[config.mk]
export PLATFORM = sky130hd
export DESIGN_NAME = hms_time_cnt
export DESIGN_NICKNAME = d
export VERILOG_FILES = /design/src/rtl/hms_time_cnt.sv
export SDC_FILE = /design/constraint.sdc
export NUM_CORES = 1
export LEC_CHECK = 0
export BUFFER_PORTS_ARGS = -buffer_cell sky130_fd_sc_hd__buf_2
export CAP_MARGIN = 20
export CORE_MARGIN = 5
export CORE_UTILIZATION = 59
export CTS_BUF_LIST = sky130_fd_sc_hd__clkbuf_8 sky130_fd_sc_hd__clkbuf_16
export DETAILED_ROUTE_END_ITERATION = 10
export PLACE_DENSITY = 0.78
export SETUP_SLACK_MARGIN = 0.5
export SLEW_MARGIN = 5
export SYNTH_ARGS = -nofsm -noshare
export SYNTH_HDL_FRONTEND = slang
export SYNTH_SLANG_ARGS = --single-unit
[constraint.sdc]
create_clock -name clk -period 3.05 [get_ports clk]
set_clock_uncertainty 0.05 [all_clocks]
set_input_delay 0.1525 -clock clk [delete_from_list [all_inputs] [get_ports clk]]
set_output_delay 0.1525 -clock clk [all_outputs]
set_load 0.02 [all_outputs]
[src/rtl/hms_time_cnt.sv]
// ----------------------------------------------------------------------------
// hms_time_cnt
//   Wall-clock time base: hours/minutes/seconds counter with a two-button
//   set mode. The 1 Hz rate is a one-cycle enable derived from a prescaler;
//   everything runs in the single clk domain.
//
//   Handshake note: there are no valid/ready channels here. The button inputs
//   are raw asynchronous levels; each is synchronized, debounced and turned
//   into a one-cycle press pulse. o_sec_tick is a one-cycle strobe with no
//   back-pressure.
//
// Parameters
//   TICK_DIV    clk cycles per second tick (>= 2)
//   DEB_CYC     consecutive stable cycles needed to accept a button level (>= 1)
//
// Ports
//   clk         in   system clock
//   rst         in   synchronous active-high reset
//   i_btn_mode  in   raw mode button (active-high, asynchronous)
//   i_btn_inc   in   raw increment button (active-high, asynchronous)
//   o_sec       out  seconds 0..59
//   o_min       out  minutes 0..59
//   o_hour      out  hours 0..23
//   o_mode      out  FSM state: 0=RUN 1=SET_HOUR 2=SET_MIN 3=SET_SEC
//   o_dp        out  decimal points, [0]=sec ones .. [5]=hour tens, 1=lit
//   o_sec_tick  out  one-cycle pulse in the cycle a running second elapses
// ----------------------------------------------------------------------------
module hms_time_cnt #(
   parameter int TICK_DIV = 50000000,
   parameter int DEB_CYC  = 500000
) (
   input  logic       clk,
   input  logic       rst,
   input  logic       i_btn_mode,
   input  logic       i_btn_inc,
   output logic [5:0] o_sec,
   output logic [5:0] o_min,
   output logic [4:0] o_hour,
   output logic [1:0] o_mode,
   output logic [5:0] o_dp,
   output logic       o_sec_tick
);

   localparam int PW = (TICK_DIV > 1) ? $clog2(TICK_DIV) : 1;
   localparam int DW = (DEB_CYC  > 1) ? $clog2(DEB_CYC)  : 1;
   localparam logic [PW-1:0] PRESC_MAX = PW'(TICK_DIV - 1);
   localparam logic [DW-1:0] DEB_MAX   = DW'(DEB_CYC - 1);

   localparam logic [1:0] ST_RUN  = 2'd0;
   localparam logic [1:0] ST_HOUR = 2'd1;
   localparam logic [1:0] ST_MIN  = 2'd2;
   localparam logic [1:0] ST_SEC  = 2'd3;

   // Button index 0 = mode, 1 = inc.
   logic [1:0]    sync1_q, sync1_d;
   logic [1:0]    sync2_q, sync2_d;
   logic [1:0]    deb_q, deb_d;
   logic [1:0]    deb_dly_q, deb_dly_d;
   logic [DW-1:0] cnt_q [2];
   logic [DW-1:0] cnt_d [2];
   logic [1:0]    press;

   logic [1:0]    state_q, state_d;
   logic [PW-1:0] presc_q, presc_d;
   logic [5:0]    sec_q, sec_d;
   logic [5:0]    min_q, min_d;
   logic [4:0]    hour_q, hour_d;
   logic [5:0]    dp_q, dp_d;
   logic          sec_tick;

   // ---------------------------------------------------------------------
   // Button conditioning: 2-flop synchronizer, then a level is accepted only
   // after it has differed from the current debounced level for DEB_CYC
   // consecutive cycles. Any return to the old level restarts the count.
   // ---------------------------------------------------------------------
   always_comb begin
      sync1_d   = {i_btn_inc, i_btn_mode};
      sync2_d   = sync1_q;
      deb_d     = deb_q;
      deb_dly_d = deb_q;
      for (int b = 0; b < 2; b++) begin
         cnt_d[b] = '0;
         if (sync2_q[b] != deb_q[b]) begin
            if (cnt_q[b] == DEB_MAX) begin
               deb_d[b] = sync2_q[b];
            end else begin
               cnt_d[b] = cnt_q[b] + 1'b1;
            end
         end
      end
   end

   assign press = deb_q & ~deb_dly_q;

   // ---------------------------------------------------------------------
   // Mode FSM, prescaler and time registers.
   // ---------------------------------------------------------------------
   always_comb begin
      state_d  = state_q;
      presc_d  = '0;
      sec_d    = sec_q;
      min_d    = min_q;
      hour_d   = hour_q;
      sec_tick = 1'b0;

      if (state_q == ST_RUN) begin
         sec_tick = (presc_q == PRESC_MAX);
         presc_d  = sec_tick ? '0 : presc_q + 1'b1;
         if (sec_tick) begin
            // Full ripple carry in one edge: 23:59:59 -> 00:00:00.
            if (sec_q == 6'd59) begin
               sec_d = 6'd0;
               if (min_q == 6'd59) begin
                  min_d  = 6'd0;
                  hour_d = (hour_q == 5'd23) ? 5'd0 : hour_q + 5'd1;
               end else begin
                  min_d = min_q + 6'd1;
               end
            end else begin
               sec_d = sec_q + 6'd1;
            end
         end
      end else if (press[1] && !press[0]) begin
         // Set mode: increment the selected field only, never carry.
         case (state_q)
            ST_HOUR: hour_d = (hour_q == 5'd23) ? 5'd0 : hour_q + 5'd1;
            ST_MIN:  min_d  = (min_q  == 6'd59) ? 6'd0 : min_q  + 6'd1;
            ST_SEC:  sec_d  = (sec_q  == 6'd59) ? 6'd0 : sec_q  + 6'd1;
            default: ;
         endcase
      end

      // Mode press wins over inc; the 2-bit state wraps SET_SEC -> RUN.
      // Prescaler restarts at 0 so the first tick after re-entering RUN
      // lands TICK_DIV edges later.
      if (press[0]) begin
         state_d = state_q + 2'd1;
         presc_d = '0;
      end
   end

   // Decimal points follow the next state so they change with o_mode.
   always_comb begin
      case (state_d)
         ST_HOUR: dp_d = 6'b110000;
         ST_MIN:  dp_d = 6'b001100;
         ST_SEC:  dp_d = 6'b000011;
         default: dp_d = 6'b000000;
      endcase
   end

   always_ff @(posedge clk) begin
      if (rst) begin
         sync1_q   <= '0;
         sync2_q   <= '0;
         deb_q     <= '0;
         deb_dly_q <= '0;
         for (int b = 0; b < 2; b++) begin
            cnt_q[b] <= '0;
         end
         state_q   <= ST_RUN;
         presc_q   <= '0;
         sec_q     <= '0;
         min_q     <= '0;
         hour_q    <= '0;
         dp_q      <= '0;
      end else begin
         sync1_q   <= sync1_d;
         sync2_q   <= sync2_d;
         deb_q     <= deb_d;
         deb_dly_q <= deb_dly_d;
         for (int b = 0; b < 2; b++) begin
            cnt_q[b] <= cnt_d[b];
         end
         state_q   <= state_d;
         presc_q   <= presc_d;
         sec_q     <= sec_d;
         min_q     <= min_d;
         hour_q    <= hour_d;
         dp_q      <= dp_d;
      end
   end

   assign o_sec      = sec_q;
   assign o_min      = min_q;
   assign o_hour     = hour_q;
   assign o_mode     = state_q;
   assign o_dp       = dp_q;
   assign o_sec_tick = sec_tick;

endmodule

==> results of run 1 <==
## layout make-up
type                            count  area share (%)
Clock buffer                       10            3.00
Clock inverter                      6            1.36
Inverter                           13            1.06
Multi-Input combinational cell    351            47.1
Sequential cell                    94            41.1
Tap cell                           96            2.61
Timing Repair Buffer               32            3.76
## power groups by stage
stage	clock network (µW)	registers [µW]	logic (µW)
after floorplan	0	1270	25.0
after global placement	0	1270	29.9
after detailed placement	0	1270	30.4
after CTS	845	1240	33.7
after global routing	891	1240	38.6
final	821	1240	33.9
## state kept, by name, summed over array words and instances, names as in the netlist, 3 cells and up
register	count
presc_q	26
o_min	6
o_dp	3
o_hour	5
o_sec	6
cnt_q	38
## critical path, cell delays in order, from the launching register on
cell and delay, ps:
dfxtp_1 370, nor4b_2 280, nand4_1 240, or4_4 570
o21a_4 250, or4b_1 490, a21oi_1 150
## per-stage QoR
stage / power [µW] / cells / setup WS (ps) / hold WS, ps
finish: 2100 / 602 / 580 / 222
global route: 2170 / 602 / 513 / 247
CTS: 2120 / 602 / 524 / 197
detailed placement: 1300 / 584 / 462 / 317
global placement: 1300 / 584 / 533 / 320
floorplan: 1290 / 473 / 612 / 231
## cells in the mapped netlist, types with 10 or more instances
master    n
dfxtp_1  94
nor2_1   92
nand2_1  36
xor2_1   33
nand3_1  29
xnor2_1  27
a21oi_1  13
inv_1    13
nand4_1  13
and3_1   11
nor4_1   10
## logic make-up (layout without fill, tap and decap cells)
kind of cell    after synthesis  in the layout  synth area share [%]
compound gates               36             36                  5.49
xor+xnor                     60             60                  12.7
fa+ha+maj                     9              9                  2.73
buf+inv                      28             61                  2.88
flops                        94             94                  45.6
mux                           5              5                  1.21
simple gates                241            241                  29.4
## per-layer routing
metal	wire, µm	share of wire (%)	global-route usage, %	up-vias
met5	0	0	0	-
met2	3750	50	31.3	41
met4	101	1.3	9.15	0
met1	3470	46	22.5	1495
li1	-	-	-	1658
met3	249	3.3	2.72	8
## repair_timing
| action | 4_1_cts | 5_1_grt |
|---|---|---|
| hold buffers | 2 | 0 |
| pin swaps | 0 | 2 |
| endpoints found under the setup margin | 3 | 24 |
| resized for setup | 4 | 5 |
| endpoints found under the hold margin | 2 | 0 |
## path summary, 6_finish.rpt
path | startpoint | endpoint | slack (ps) | cells past startpoint
setup reg to reg | presc_q[7]$_SDFF_PP0_ | o_hour[3]$_SDFFE_PP0P_ | 580 | 6
hold / removal | rst | o_sec[1]$_SDFFE_PP0P_ | 220 | 2
setup / recovery | presc_q[7]$_SDFF_PP0_ | o_hour[3]$_SDFFE_PP0P_ | 580 | 6
hold reg to reg | presc_q[0]$_SDFF_PP0_ | presc_q[0]$_SDFF_PP0_ | 410 | 1
## placed cells by master (no fill, tap or decap), types with 3 or more instances in the layout
master,n
nand3_1,29
buf_2,29
nor4_1,8
xor2_1,33
nor4b_1,3
xnor2_1,27
inv_1,14
and4_1,5
nand2_1,36
clkbuf_8,10
nand2b_1,3
a21oi_1,13
o21ai_0,9
and3_1,11
dfxtp_1,92
mux2i_1,5
and2_1,3
nor2b_1,9
nand3b_1,3
nor3_1,6
nor2_1,92
nand4_1,13
or3_1,4
ha_1,8
==> results.yml, run 1 <==
sta:
  setup_viol: 0
  layout_min_cycle_time_ps: 2470
  rsz0062_at_grt: "false"
  setup-tns-final_ps: 0
  slew_violations: 0
  max_slew.worst_pin.slew_ps: 604
  min_period_over_period_pct: 81.0
  finalHoldViolations: 0
  slew_headroom_pct: 59.7
  fmax_mhz: 405
clock_tree:
  clk_path_buf_depth: 2
  cts_sinks: 94
  cts_htree_levels: 3
  path_clk_slew_ps: 90
  clock_latency_ps: 360
  cts_setup_buffers: 0
  cts_tree: "done"
  numCtsBuffers: 9
  root_buffer: "clkbuf_8"
floorplan:
  die_w_um: 93.7
  initial_core_util_pct: 60.8
  die_area_mm2: 0.00877
  die_h_um: 93.7
  rows: 30
  core_mm2: 0.00679
  io_pins: 30
layout:
  multi_input_area_mm2: 0.00217
  drive_gt1_share_pct: 13.0
  num-fill-cells: 564
  areaGrowthSynthToFinish_pct: 11.3
  fin_util_pct: 67.6
  final_nets: 514
  regArea_mm2: 0.00189
  final_area_mm2: 0.00459
  n_antenna_cell: 0
drt:
  ant_nets: 0
  post_drt_via_cell_ratio: 5.32
  drt-wirelength-per-cell_um: 12.6
  drt_pre_antenna_iters: 4
  drtIter0Drc: 115
  vias: 3202
  drc: 0
  wl_mm: 7.57
placed_design:
  gp_congestion: 0.848
  port_buffers: 29
  hpwl_mm: 5.20
  place_area_mm2: 0.00433
power:
  power_switching_uw: 451
  p_int_uw: 1640
  ir_worst_vdd_mv: 0.236
  p_per_area_mw_per_mm2: 456
  leakage_uw: 0.00162
  clkPwrFrac_pct: 39.2
  switching_share_pct: 21.5
  pwr-share-comb_pct: 1.6
  power_frac_seq_pct: 59.2
logic_synthesis:
  yosysWarnings: 0
  synthArstFlopShare_pct: 0
  yosysUniqueCellTypes: 48
  yosysTopAreaCell: "dfxtp_1"
  synth_top_cell_area_share_pct: 45.6
  syn_area_per_cell_um2: 8.73
  syn_area_mm2: 0.00413
  synth_edf_count: 0
  ys_ff_latch: 94
  synth_flop_cell: "dfxtp_1"
  synth_area_leaders: "dfxtp_1, nor2_1, xor2_1, xnor2_1, nand3_1"
  yosysSeqAreaShare_pct: 45.6
  syn_nets: 486
  netlist_instances: 473
grt:
  grt_overflow_total: 0
  antenna_found_initial: 0
  track_usage_pct: 18.3
  grt_pass1_vias: 3036
  grt_start_max_net_pins: 36
  grt_pass1_wl_mm: 13.1
setup_path:
  crit_fanout: 6
  arrival_ps: 2710
  crit_path_start_kind: "flop"
  required_ps: 3290
  cp-end-kind: "flop"
  crit_type: "reg -> reg"
worst_hold_path:
  hold_path.class: "in -> reg"
status:
  status: "complete, no violations"
job:
  max-cap-violations: 0
Power figures use the tool's default switching activity.
==> run 2: changes to the inputs <==
==> constraint.sdc (replaced) <==
create_clock -name clk -period 2.5 [get_ports clk]
set_clock_uncertainty 0.05 [all_clocks]
set_input_delay 0.125 -clock clk [delete_from_list [all_inputs] [get_ports clk]]
set_output_delay 0.125 -clock clk [all_outputs]
set_load 0.02 [all_outputs]
==> results.yml, run 2 (synthesis results as in run 1) <==
layout:
  layout.cells.non_filler: 623
  top_regs: "cnt_q: 38 flops, presc_q: 26 flops"
  final_nets: 535
  largest_register_ffs: 38
  drive_gt1_share_pct: 20.7
  final_cell_mix: "nor2_1, dfxtp_1, nand2_1, xor2_1"
  n_antenna_cell: 0
  layout_commonest_cell: "nor2_1"
  largest_register: "cnt_q"
  areaGrowthSynthToFinish_pct: 17.9
sta:
  slew_headroom_pct: 66.1
  max_slew.worst_pin.slew_ps: 508
  layout_min_cycle_time_ps: 2260
  rsz0062_at_grt: "true"
  slew_violations: 0
  setup-tns-final_ps: 0
  min_period_over_period_pct: 90.4
  finalHoldViolations: 0
  setup_viol: 0
  fmax_mhz: 443
drt:
  drt-wirelength-per-cell_um: 13.3
  drtIter0Drc: 166
  ant_nets: 0
  post_drt_via_cell_ratio: 5.33
  drt_pre_antenna_iters: 4
  drc: 0
  vias: 3319
  wl_mm: 8.28
floorplan:
  initial_core_util_pct: 60.8
  die_h_um: 93.7
  die_w_um: 93.7
  core_mm2: 0.00679
  die_area_mm2: 0.00877
  io_pins: 30
  rows: 30
clock_tree:
  clock_latency_ps: 350
  numCtsBuffers: 9
  root_buffer: "clkbuf_8"
  cts_sinks: 94
  path_clk_slew_ps: 80
  cts_htree_levels: 3
  cts_tree: "done"
  clk_path_buf_depth: 2
grt:
  grt_overflow_total: 0
  grt_start_max_net_pins: 35
  grt_pass1_vias: 3114
  antenna_found_initial: 0
  track_usage_pct: 19.8
  grt_pass1_wl_mm: 14.1
setup_path:
  crit_fanout: 3
  crit_path_start_kind: "flop"
  cp-end-kind: "flop"
  required_ps: 2740
  arrival_ps: 2500
  crit_type: "reg -> reg"
placed_design:
  hpwl_mm: 5.30
  port_buffers: 29
  gp_congestion: 0.854
  place_inst: 588
power:
  p_per_area_mw_per_mm2: 512
  ir_worst_vdd_mv: 0.454
  leakage_uw: 0.00175
worst_hold_path:
  hold_path.class: "in -> reg"
status:
  status: "complete, no violations"
job:
  max-cap-violations: 0
-- run 2: cell count changes in the layout (fill, tap and decap cells not counted), moves of 6 or more --
cell,delta
dfxtp_2,+8
buf_4,+14
buf_6,+6
dfxtp_1,-10
-- run 2: worst paths after layout --
kind                                       startpoint                endpoint  slack, ps  cells past startpoint
worst max register to register  presc_q[1]$_SDFF_PP0_  o_hour[3]$_SDFFE_PP0P_        240                      7
worst max-delay path            presc_q[1]$_SDFF_PP0_  o_hour[3]$_SDFFE_PP0P_        240                      7
worst min register to register  sync1_q[1]$_SDFF_PP0_   sync2_q[1]$_SDFF_PP0_        400                      1
worst min-delay path                              rst   presc_q[6]$_SDFF_PP0_        100                      3
-- run 2: per-stage QoR --
stage	hold WS [ps]	setup slack [ps]	power, µW	utilization, %	instance area, µm²
3_5_place_dp	299	145	1590	65.2	4430
2_1_floorplan	203	345	1580	-	4200
5_1_grt	73.3	133	2600	71.7	4870
3_3_place_gp	295	206	1590	65.2	4430
4_1_cts	34.8	257	2520	70.8	4810
6_report	96.6	241	2490	71.7	4870
-- run 2: what timing repair did --
item,4_1_cts,5_1_grt
hold buffers,2,0
setup buffers,14,1
endpoints found under the setup margin,35,68
pin swaps,9,5
cloned,1,1
gates resized for setup,17,12
hold endpoints to repair,2,0
-- run 2: critical path: stages, from the launching register on --
cell and delay, ps:
dfxtp_4 360, ha_4 120, and4_4 220, nand3_4 90, or4_4 530, o21a_4 240, or4b_1 460, a21oi_1 120
-- run 2: power by group --
| part | internal, µW | switching [µW] | total [µW] |
|---|---|---|---|
| Sequential | 1500 | 7.35 | 1510 |
| Combinational | 24.4 | 31.0 | 55.4 |
| Clock | 437 | 489 | 926 |
| Total | 1960 | 527 | 2490 |
-- run 2: layout make-up --
type                    instances  area (µm²)
multi-input cells             352        2260
fillers                       496        1930
flip-flops and latches         94        1900
repair buffers                 52         345
clock buffers                  12         165
well taps                      96         120
inverters                      13        48.8
clock inverters                 4        21.3
-- run 2: metal layers --
layer	vias up	GRT usage [%]	routed length [µm]
met5	-	0	0
met4	0	4.81	28
met3	2	6.65	417
met2	55	32.3	4040
met1	1562	25.2	3800
li1	1700	-	-
==> run 3: changes to the inputs <==
--- a/config.mk
+++ b/config.mk
@@ -12,7 +12,7 @@
 export CTS_BUF_LIST = sky130_fd_sc_hd__clkbuf_8 sky130_fd_sc_hd__clkbuf_16
 export DETAILED_ROUTE_END_ITERATION = 10
 export PLACE_DENSITY = 0.78
-export SETUP_SLACK_MARGIN = 0.5
+export SETUP_SLACK_MARGIN = 0.4
 export SLEW_MARGIN = 5
 export SYNTH_ARGS = -nofsm -noshare
 export SYNTH_HDL_FRONTEND = slang
==> results.yml, run 3 (synthesis results as in run 1) <==
drt:
  post_drt_via_cell_ratio: 5.35
  vias: 3317
  ant_nets: 0
  wl_mm: 8.07
  drt_pre_antenna_iters: 4
  drt-wirelength-per-cell_um: 13.0
  drc: 0
  drtIter0Drc: 174
clock_tree:
  root_buffer: "clkbuf_8"
  clock_latency_ps: 360
  cts_htree_levels: 3
  clk_path_buf_depth: 2
  cts_sinks: 94
  cts_tree: "done"
  numCtsBuffers: 9
  path_clk_slew_ps: 80
setup_path:
  cp-end-kind: "flop"
  r2r_setup_slack_ps: 230
  reg2regPathDepth: 7
  r2r-start: "presc_q[0]$_SDFF_PP0_"
  r2r_end: "o_hour[3]$_SDFFE_PP0P_"
  crit_type: "reg -> reg"
  max_stage_delay_ps: 510
  crit_path_start_kind: "flop"
  crit_fanout: 3
  required_ps: 2740
  crit_chain: "ha_4, and4_4, nand3_4, or4_4, o21a_4, or4b_1, a21oi_1"
  slowest_stage: "or4_4"
  arrival_ps: 2510
floorplan:
  core_mm2: 0.00679
  rows: 30
  initial_core_util_pct: 60.8
  die_w_um: 93.7
  die_h_um: 93.7
  die_area_mm2: 0.00877
  io_pins: 30
layout:
  largest_register: "cnt_q"
  fin_util_pct: 70.7
  layout_commonest_cell: "nor2_1"
  n_antenna_cell: 0
  top_regs: "cnt_q: 38 flops, presc_q: 26 flops"
  multi_input_area_mm2: 0.00223
  layout.cells.non_filler: 620
  areaGrowthSynthToFinish_pct: 16.4
  final_cell_mix: "nor2_1, dfxtp_1, nand2_1, xor2_1"
  final_area_mm2: 0.00481
  drive_gt1_share_pct: 19.5
  regArea_mm2: 0.00190
  largest_register_ffs: 38
  num-fill-cells: 511
  final_nets: 532
worst_hold_path:
  hold_end: "presc_q[6]$_SDFF_PP0_"
  hp-start: "rst"
  hold_path.class: "in -> reg"
  min_path_cells: 3
grt:
  grt_overflow_total: 0
  track_usage_pct: 19.8
  grt_pass1_wl_mm: 14.1
  grt_start_max_net_pins: 35
  antenna_found_initial: 0
  grt_pass1_vias: 3175
placed_design:
  port_buffers: 29
  gp_congestion: 0.841
  place_inst: 589
  pre_cts_ws_ps: 150
  hpwl_mm: 5.54
  place_area_mm2: 0.00443
sta:
  rsz0062_at_grt: "true"
  postLayoutSetupSlackWorst_ps: 230
  max_slew.worst_pin.slew_ps: 501
  layout_min_cycle_time_ps: 2270
  setup_viol: 0
  slew_headroom_pct: 66.5
  finalHoldViolations: 0
  setup-tns-final_ps: 0
  min_period_over_period_pct: 90.8
  slew_violations: 0
  fmax_mhz: 441
power:
  p_per_area_mw_per_mm2: 520
  leakage_uw: 0.00174
  ir_worst_vdd_mv: 0.404
job:
  max-cap-violations: 0
status:
  status: "complete, no violations"
## run 3: changes by cell type in the layout (fill, tap and decap cells not counted), moves of 2 or more
cell and change:
nor4_1 +2, o21ai_1 -2, nor4_2 -2, dfxtp_1 +2, inv_6 +2, buf_6 -3
## run 3: final cells by class
class | instances | area share [%]
Clock inverter | 5 | 0.651
Multi-Input combinational cell | 351 | 46.4
Inverter | 13 | 1.02
Clock buffer | 11 | 3.15
Sequential cell | 94 | 39.5
Tap cell | 96 | 2.50
Timing Repair Buffer | 50 | 6.80
## run 3: worst max-delay path, delay by kind of cell, from the launching register on
family,cells,cell delay [ps]
adder cells (fa/ha/maj),1,130
flip-flops,1,370
AO/OA/AOI/OAI,2,370
AND/OR/NAND/NOR,4,1280
## run 3: power by group
part / total, µW / internal, µW / switching (µW) / leakage [µW]
registers: 1510 / 1500 / 7.30 / 0.000764
clock network: 936 / 417 / 519 / 0.000101
logic: 54.9 / 24.5 / 30.4 / 0.000871
total: 2500 / 1940 / 557 / 0.00174
## run 3: worst max-delay path by stage
stage,startpoint,to,slack (ps),depth (start not counted)
after floorplan,presc_q[0]$_SDFF_PP0_,o_min[4]$_SDFFE_PP0P_,340,7
after global placement,presc_q[0]$_SDFF_PP0_,o_min[4]$_SDFFE_PP0P_,210,8
after detailed placement,presc_q[0]$_SDFF_PP0_,o_min[4]$_SDFFE_PP0P_,150,8
after CTS,presc_q[0]$_SDFF_PP0_,o_hour[3]$_SDFFE_PP0P_,240,7
after global routing,presc_q[0]$_SDFF_PP0_,o_hour[3]$_SDFFE_PP0P_,150,7
final,presc_q[0]$_SDFF_PP0_,o_hour[3]$_SDFFE_PP0P_,230,7
## run 3: timing repair
item / CTS / global route
pin swaps: 8 / 7
cloned: 0 / 0
buffers inserted: 9 / 4
hold buffers: 2 / 0
hold endpoints to repair: 2 / 0
gates resized for setup: 6 / 14
endpoints found under the setup margin: 15 / 56
## run 3: per-layer routing
| layer | wire, µm | GRT usage [%] |
|---|---|---|
| met5 | 0 | 0 |
| met4 | 59 | 5.54 |
| met3 | 311 | 5.85 |
| met2 | 3990 | 33.3 |
| met1 | 3710 | 24.8 |
## run 3: stage by stage
| step | hold WS, ps | total power [µW] |
|---|---|---|
| 2_1_floorplan | 203 | 1580 |
| 3_3_place_gp | 289 | 1590 |
| 3_5_place_dp | 295 | 1590 |
| 4_1_cts | 27.8 | 2520 |
| 5_1_grt | 40.1 | 2600 |
| 6_report | 51.3 | 2500 |
